`config.mk`:
```
export PLATFORM = sky130hd
export DESIGN_NAME = xor_acc_ctrl
export DESIGN_NICKNAME = d
export VERILOG_FILES = /design/src/rtl/xor_acc_pkg.sv /design/src/rtl/xor_acc_ctrl.sv
export SDC_FILE = /design/constraint.sdc
export NUM_CORES = 1
export LEC_CHECK = 0
export CORE_AREA = 5 5 74 76
export CTS_BUF_LIST = sky130_fd_sc_hd__clkbuf_4 sky130_fd_sc_hd__clkbuf_8 sky130_fd_sc_hd__clkbuf_16
export DETAILED_ROUTE_END_ITERATION = 16
export DIE_AREA = 0 0 79 81
export GPL_TIMING_DRIVEN = 0
export PLACE_DENSITY = 0.83
export SLEW_MARGIN = 20
export SYNTH_ARGS = -nofsm -noshare
export SYNTH_HDL_FRONTEND = slang
export SYNTH_SLANG_ARGS = --single-unit
```
`constraint.sdc`:
```
create_clock -name clock -period 3.8 [get_ports clock]
set_input_delay 0.38 -clock clock [delete_from_list [all_inputs] [get_ports clock]]
set_output_delay 0.38 -clock clock [all_outputs]
set_load 0.005 [all_outputs]
```
`src/rtl/xor_acc_pkg.sv`:
```
// Shared FSM encoding and beat-counter sizing for the XOR accumulate controller.
package xor_acc_pkg;

  localparam logic [1:0] ST_ACC      = 2'd0;
  localparam logic [1:0] ST_CLR_WAIT = 2'd1;
  localparam logic [1:0] ST_CLR      = 2'd2;

  localparam int BEAT_CNT_W = 16;
  localparam logic [BEAT_CNT_W-1:0] BEAT_CNT_MAX = '1;

endpackage

```
`src/rtl/xor_acc_ctrl.sv`:
```
// XOR-accumulate controller for a dual-port RAM plus a whole-memory clear sequencer.
// Beats write back one cycle after acceptance; in_ready is low only while a clear is pending or running.
module xor_acc_ctrl
  import xor_acc_pkg::*;
#(
  parameter int WIDTH = 8,
  parameter int DEPTH = 64,
  localparam int AW = $clog2(DEPTH)
) (
  input  logic                  clock,
  input  logic                  rst,
  input  logic                  clear_start,
  input  logic                  in_valid,
  output logic                  in_ready,
  input  logic [AW-1:0]         in_addr,
  input  logic [WIDTH-1:0]      in_data,
  output logic [AW-1:0]         mem_address_0,
  input  logic [WIDTH-1:0]      mem_q_0,
  output logic [AW-1:0]         mem_address_1,
  output logic [WIDTH-1:0]      mem_data_1,
  output logic                  mem_wren_1,
  output logic                  mem_wren_0,
  output logic                  busy,
  output logic                  clear_done,
  output logic [BEAT_CNT_W-1:0] beat_count
);

  logic [1:0]       state;
  logic             s1_vld;
  logic             s1_fwd;
  logic [AW-1:0]    s1_addr;
  logic [WIDTH-1:0] s1_data;
  logic [WIDTH-1:0] s1_res;
  logic [WIDTH-1:0] last_res;
  logic [AW-1:0]    clr_addr;
  logic             done_q;
  logic             accept;

  assign in_ready      = ~rst & (state == ST_ACC);
  assign accept        = in_valid & in_ready;
  assign mem_address_0 = in_addr;
  assign mem_wren_0    = 1'b0;
  assign busy          = ~rst & ((state != ST_ACC) | s1_vld);
  assign clear_done    = ~rst & done_q;

  // The RAM returns old data when read and written at the same address in one cycle,
  // so a same-address follower takes the previous stage-1 result instead of mem_q_0.
  assign s1_res = s1_data ^ (s1_fwd ? last_res : mem_q_0);

  always_comb begin
    mem_wren_1    = 1'b0;
    mem_address_1 = s1_addr;
    mem_data_1    = s1_res;
    if (!rst) begin
      if (state == ST_CLR) begin
        mem_wren_1    = 1'b1;
        mem_address_1 = clr_addr;
        mem_data_1    = '0;
      end else if (s1_vld) begin
        mem_wren_1 = 1'b1;
      end
    end
  end

  always_ff @(posedge clock) begin
    if (rst) begin
      state      <= ST_ACC;
      s1_vld     <= 1'b0;
      s1_fwd     <= 1'b0;
      clr_addr   <= '0;
      beat_count <= '0;
      done_q     <= 1'b0;
    end else begin
      s1_vld <= accept;
      s1_fwd <= accept & s1_vld & (in_addr == s1_addr);
      if (accept) begin
        s1_addr <= in_addr;
        s1_data <= in_data;
      end
      if (s1_vld) last_res <= s1_res;
      if (accept && beat_count != BEAT_CNT_MAX) beat_count <= beat_count + 1'b1;
      done_q <= 1'b0;

      case (state)
        ST_ACC:      if (clear_start) state <= ST_CLR_WAIT;
        ST_CLR_WAIT: if (!s1_vld) state <= ST_CLR;
        ST_CLR: begin
          // Terminate on the last index rather than wrap so non-power-of-2 depths work.
          if (clr_addr == AW'(DEPTH - 1)) begin
            state      <= ST_ACC;
            clr_addr   <= '0;
            done_q     <= 1'b1;
            beat_count <= '0;
          end else begin
            clr_addr <= clr_addr + 1'b1;
          end
        end
        default:     state <= ST_ACC;
      endcase
    end
  end

endmodule

```
==> run metrics, run 1 <==
hold path endpoint=clr_addr[1]; FF-to-FF setup slack=1.29 ns; Worst Reg-to-Reg Cells=6; reg-to-reg endpoint=beat_count[7]; area growth from synthesis to layout=34.2%; sequential share of the synthesized area=51.1%; CP arrival=2.61 ns; CP endpoint kind=output port; via density per instance=5.57; setup ws final=0.809 ns; Detail Placement HPWL=3940 um; wire per inst=15.7 um; setup violators final=0; peak supply drop=0.000189 V; Power Dens Cells=327 mW/mm^2; Bufs and invs on worst path=3; final setup skew=0.00555 ns; GP Congestion=0.831; TritonCTS buffer count=5; die width=79 um; layout cells sized above 1=9.18%; Max Slew Vio Count=0; synth cell count leaders=dfxtp_1, edfxtp_1, nand2_1; I/O pins=67; Distinct cells, synth=40; Final TNS setup=0 ns; crit-path cells=clkdlybuf4s50_1 -> clkbuf_1 -> nor2b_1 -> or2_2 -> clkdlybuf4s50_1; GRT Util Overall=18.5%; iteration count of the initial detailed-routing pass=4; Post-CTS Setup Inserts=0; n_diodes=0; Initial Util=50.4%; vias in the first global route=1998; footprint of the multi-input gates=0.00105 mm^2; Synth async-reset ratio=0%; worst min path class=reg2reg; clock tree from TritonCTS=done; post-cts resize count=0; Synth area leaders=edfxtp_1, dfxtp_1, mux2i_1; outcome=completed; Post-DRT Antenna Nets=0; pre-CTS setup slack=0.785 ns; synthesized instance count=221; Final Hold Vio Count=0; initial antenna violation count=0; Cells on Worst Hold Path=2; grt ovf=0; # fillers=364; first-pass GRT wire length=9430 um; row count=25; full die area=0.00640 mm^2; Core Region=0.00466 mm^2; unrepaired setup endpoints after global routing=false; Via Count=1940; Stages on worst setup path=5; MaxCap Viol Count=0; Detailed Route WL=5460 um; CP delay by family, top=buffers and inverters; CTS root buffer=clkbuf_8; worst slew pin tran=0.896 ns; Critical Path RT=3.42 ns; critical path's slowest cell=nor2b_1; clock tree sinks=49; Vert. Die Dim=81 um; WS Path Type=in2out; leading area contributor after synthesis=edfxtp_1; Seq. cell area=0.00120 mm^2; Worst path most repeated cell=clkdlybuf4s50_1; Worst slew margin=40.2%; FMAX=0.334 GHz; ys flop type=dfxtp_1; syn_area_per_cell=10.6 um^2; CP max stage delay=0.75 ns; Reg clk slew, reported paths=0.08 ns; fin crit period=2.99 ns; worst r2r src=beat_count[0]; HP Start=clr_addr[1]; EDFF count, synth=22; pin count of the biggest net entering global routing=18; number of port buffers=65; crit path launch type=input pin; DRC errors left=0; CP Max Fanout=10; Layout Nets=321; Clock Path Buffers=2; clk_lat worst skew=0.30 ns; Leak Pwr=1.04 nW; most numerous cell in the Yosys netlist=dfxtp_1; share of the synthesized area in the top cell type=28.1%; Max H-tree Level=2; Post-Syn Nets=249; area of the mapped netlist=0.00235 mm^2; Synthesis Warnings=0; Tcrit/Tclk final=78.7%; Hold Buf Count CTS=0; #FFs+latches synth=49; initial drt markers=82
==> worst reg2reg max path: stages (launching register included) <==
cell      delay, ns
dfxtp_1        0.44
ha_1           0.21
nand3_1        0.22
nor4_1         0.82
clkbuf_1       0.44
o31ai_1        0.16
a21oi_1        0.15
==> cell usage in the layout (no fill, tap or decap), types with 3 or more instances in the layout <==
cell	netlist	layout
mux2i_1	14	14
o21a_1	7	7
nand3_1	7	7
clkdlybuf4s50_1	0	65
xnor2_1	14	14
o41ai_1	3	3
clkbuf_8	0	5
o31ai_1	4	4
nor2b_1	4	4
nor2_1	11	11
or3_1	3	3
inv_1	3	3
clkbuf_1	7	7
buf_4	7	7
o21ai_0	3	3
nand2_1	15	15
mux2_2	6	6
dfxtp_1	27	27
edfxtp_1	22	22
nand2b_1	3	3
nand4_1	8	8
xor2_1	4	4
or4_1	5	5
a21oi_1	10	10
nor3_1	11	11
==> final cells by class <==
class / count / share of cell area (%)
clock inverters: 2 / 0.317
plain buffers: 16 / 2.78
repair buffers: 65 / 20.6
flip-flops and latches: 49 / 38.1
inverters: 3 / 0.357
well taps: 54 / 2.14
clock buffers: 6 / 2.42
multi-input cells: 153 / 33.3
==> kinds of logic (layout without fill, tap and decap cells) <==
logic type,count (synthesis),in the layout,share of synthesized area (%)
mux,20,20,8.83
other cells,1,1,0.160
xor+xnor,18,18,6.71
buf+inv,19,92,4.20
simple gates,78,78,18.3
flops,49,49,51.1
compound gates,34,34,9.69
fa+ha+maj,2,2,1.06
==> layer usage <==
layer  up-vias  wire length, um  track usage, %
li1        949                -               -
met1       909             2440            23.3
met2        71             2600            30.6
met3        11              333            4.88
met4         0               82            7.22
met5         -                0               0
==> sequential cells by signal, indices dropped and copies added, names as in the netlist <==
signal and cells:
state 2, s1_data 8, s1_vld 1, s1_addr 6
s1_fwd 1, done_q 1, last_res 8, clr_addr 6
beat_count 16
==> power by group <==
part	total [mW]	switching, mW	internal [mW]
Combinational	0.149	0.0587	0.0902
Sequential	0.579	0.0105	0.568
Clock	0.305	0.170	0.135
Total	1.03	0.239	0.794
==> metrics by stage <==
stage	cell area [um^2]	instances	util, %	hold slack (ns)	total power, mW
floorplan	2350	221	-	0.454	0.655
global route	3160	348	67.7	0.529	1.09
finish	3160	348	67.7	0.504	1.03
global placement	3070	340	65.9	0.475	0.737
detailed placement	3070	340	65.9	0.481	0.741
CTS	3160	348	67.7	0.494	1.04
==> how the worst max path moves through the flow <==
stage | startpoint | slack [ns] | endpoint
6_report | rst | 0.81 | mem_wren_1
5_1_grt | rst | 0.63 | mem_wren_1
3_3_place_gp | rst | 0.84 | mem_wren_1
3_5_place_dp | rst | 0.79 | mem_wren_1
2_1_floorplan | state[0] | 1.69 | beat_count[14]
4_1_cts | rst | 0.78 | mem_wren_1
No activity file was read; power rests on OpenSTA's default activity.
==> run 2, diff against run 1 <==
- CORE_AREA: 5 5 74 76 -> 5 5 80 82
- DIE_AREA: 0 0 79 81 -> 0 0 85 87
- PLACE_DENSITY: 0.83 -> 0.75
- clock period: 3.8 -> 2.6 ns (I/O delays scaled with it)
==> run 2 against run 1 <==
Total power increased by 58%; worst hold slack lost 0.0043 ns; die area is 16% higher; first-iteration DRC count is 22% higher.
==> run metrics, run 2 (same netlist as run 1, synthesis figures left out) <==
outcome=completed (unchanged); Reg clk slew, reported paths=0.09 ns (was 0.08 ns); overall power=1.63 mW (was 1.03 mW); fin crit period=2.43 ns; Worst path most repeated cell=clkdlybuf4s50_1 (unchanged); grt ovf=0 (unchanged); I/O pins=67 (unchanged); Critical Path RT=2.34 ns (was 3.42 ns); Final Hold Vio Count=0 (unchanged); GP Congestion=0.832 (was 0.831); Power Dens Cells=504 mW/mm^2 (was 327 mW/mm^2); MaxCap Viol Count=0 (unchanged); DRC errors left=0 (unchanged); initial antenna violation count=0 (unchanged); CP Max Fanout=10 (unchanged); worst slew pin tran=0.811 ns (was 0.896 ns); WS Path Type=in2out (unchanged); Final Non-Filler Cells=368 (was 348); Placement Cell Area=0.00310 mm^2 (was 0.00307 mm^2); Initial Util=41.4% (was 50.4%); worst min path class=reg2reg (unchanged); critical path's slowest cell=clkdlybuf4s50_1 (was nor2b_1); clock tree sinks=49 (unchanged); Via Count=1920 (was 1940); Worst slew margin=45.7% (was 40.2%); wire per inst=14.9 um (was 15.7 um); Post-DRT Antenna Nets=0 (unchanged); Max H-tree Level=2 (unchanged); Max Slew Vio Count=0 (unchanged); Leak Pwr=1.04 nW (about the same); via density per instance=5.22 (was 5.57); CP endpoint kind=output port (unchanged); CTS root buffer=clkbuf_8 (unchanged); area growth from synthesis to layout=37.3% (was 34.2%); Biggest register=beat_count (unchanged); full die area=0.00740 mm^2 (was 0.00640 mm^2); row count=28 (was 25); crit path launch type=input pin (unchanged); GRT Util Overall=15.4% (was 18.5%); setup violators final=0 (unchanged); initial drt markers=100 (was 82); max reg flops=16 (unchanged); FMAX=0.411 GHz; TritonCTS buffer count=5 (unchanged); pre-CTS setup slack=-0.169 ns (was 0.785 ns); top flop regs=beat_count x16, last_res x8, s1_data x8 (unchanged); unrepaired setup endpoints after global routing=false (unchanged); CP arrival=2.17 ns (was 2.61 ns); layout cells sized above 1=10.9% (was 9.18%); first-pass GRT wire length=9170 um (was 9430 um); iteration count of the initial detailed-routing pass=4 (unchanged); final setup skew=0.00886 ns (was 0.00555 ns); n_diodes=0 (unchanged); Detailed Route WL=5500 um (was 5460 um); peak supply drop=0.000287 V (was 0.000189 V); clk_lat worst skew=0.30 ns (about the same); pin count of the biggest net entering global routing=18 (unchanged); Detail Placement HPWL=3950 um (was 3940 um); Bufs and invs on worst path=4 (was 3); Layout Utilization=56.9% (was 67.7%); setup ws final=0.168 ns (was 0.809 ns); most common cell after layout, fill and taps aside=clkdlybuf4s50_1 (unchanged); Layout Nets=320 (was 321); Tcrit/Tclk final=93.6%; CP max stage delay=0.55 ns (was 0.75 ns); Placed Instances=361 (was 340); Clock Path Buffers=2 (unchanged); crit-path cells=clkdlybuf4s50_1 -> clkbuf_1 -> clkbuf_2 -> o21a_1 -> clkdlybuf4s50_1 (was clkdlybuf4s50_1 -> clkbuf_1 -> nor2b_1 -> or2_2 -> clkdlybuf4s50_1); number of port buffers=65 (unchanged); Vert. Die Dim=87 um (was 81 um); Core Region=0.00568 mm^2 (was 0.00466 mm^2); fin area=0.00323 mm^2 (was 0.00316 mm^2); vias in the first global route=1897 (was 1998); clock tree from TritonCTS=done (unchanged); CP delay by family, top=buffers and inverters (unchanged); die width=85 um (was 79 um); Hold Buf Count CTS=0 (unchanged); commonest cells after routing, fill and taps aside=clkdlybuf4s50_1, dfxtp_1, edfxtp_1 (unchanged)
[run 2: cell count changes in the layout (fill, tap and decap cells not counted), sizes merged]
cell,previous run,this run
clkinv,2,0
clkinvlp,0,2
bufinv,0,1
clkbuf,13,12
inv,3,2
[run 2: path summary, 6_finish.rpt]
path | start | end | slack [ns] | depth (start not counted)
setup / recovery | rst | mem_data_1[6] | 0.17 | 5
hold / removal | beat_count[15] | beat_count[15] | 0.50 | 2
setup reg to reg | beat_count[0] | beat_count[13] | 0.32 | 6
hold reg to reg | beat_count[15] | beat_count[15] | 0.50 | 2
[run 2: stage by stage]
stage / setup TNS (ns) / hold slack, ns
finish: 0 / 0.499
global route: 0 / 0.494
CTS: 0 / 0.500
detailed placement: -0.303 / 0.487
global placement: -0.246 / 0.471
floorplan: 0 / 0.359
[run 2: final cells by class]
class	count	area (um^2)
tap	75	93.8
multi-input combinational	153	1060
clock inverter	2	37.5
buffer	15	85.1
fill	517	2450
clock buffer	6	82.6
timing repair buffer	65	651
sequential	49	1200
inverter	3	15.0
[run 2: per-layer routing]
| metal | vias up | global-route usage (%) | share of wire, % |
|---|---|---|---|
| li1 | 949 | - | - |
| met1 | 897 | 19.8 | 46 |
| met2 | 65 | 25.5 | 47 |
| met3 | 9 | 3.60 | 5.8 |
| met4 | 0 | 5.18 | 1.4 |
| met5 | - | 0 | 0 |
[run 2: power by group]
part | switching [mW] | internal, mW | total [mW]
clock network | 0.251 | 0.313 | 0.564
logic | 0.0860 | 0.133 | 0.219
registers | 0.0157 | 0.830 | 0.846
total | 0.353 | 1.28 | 1.63
[run 2: worst register-to-register path, cell delays in order, from the launching register on]
cell and delay (ns):
dfxtp_1 0.43, ha_1 0.20, nand3_1 0.25, nor4_2 0.57
clkbuf_1 0.45, nor3_1 0.14, mux2i_1 0.14
[run 2: timing repair]
| action | in CTS | in global routing |
|---|---|---|
| gates cloned | 0 | 0 |
| resized for setup | 1 | 5 |
| endpoints found under the setup margin | 1 | 19 |
| setup buffers | 0 | 0 |
| endpoints found under the hold margin | 0 | 0 |
==> run 3, diff against run 2 <==
- SKIP_LAST_GASP: unset -> 1
==> results of run 3 <==
The final DEF is identical to that of run 2; final timing and power are the same.
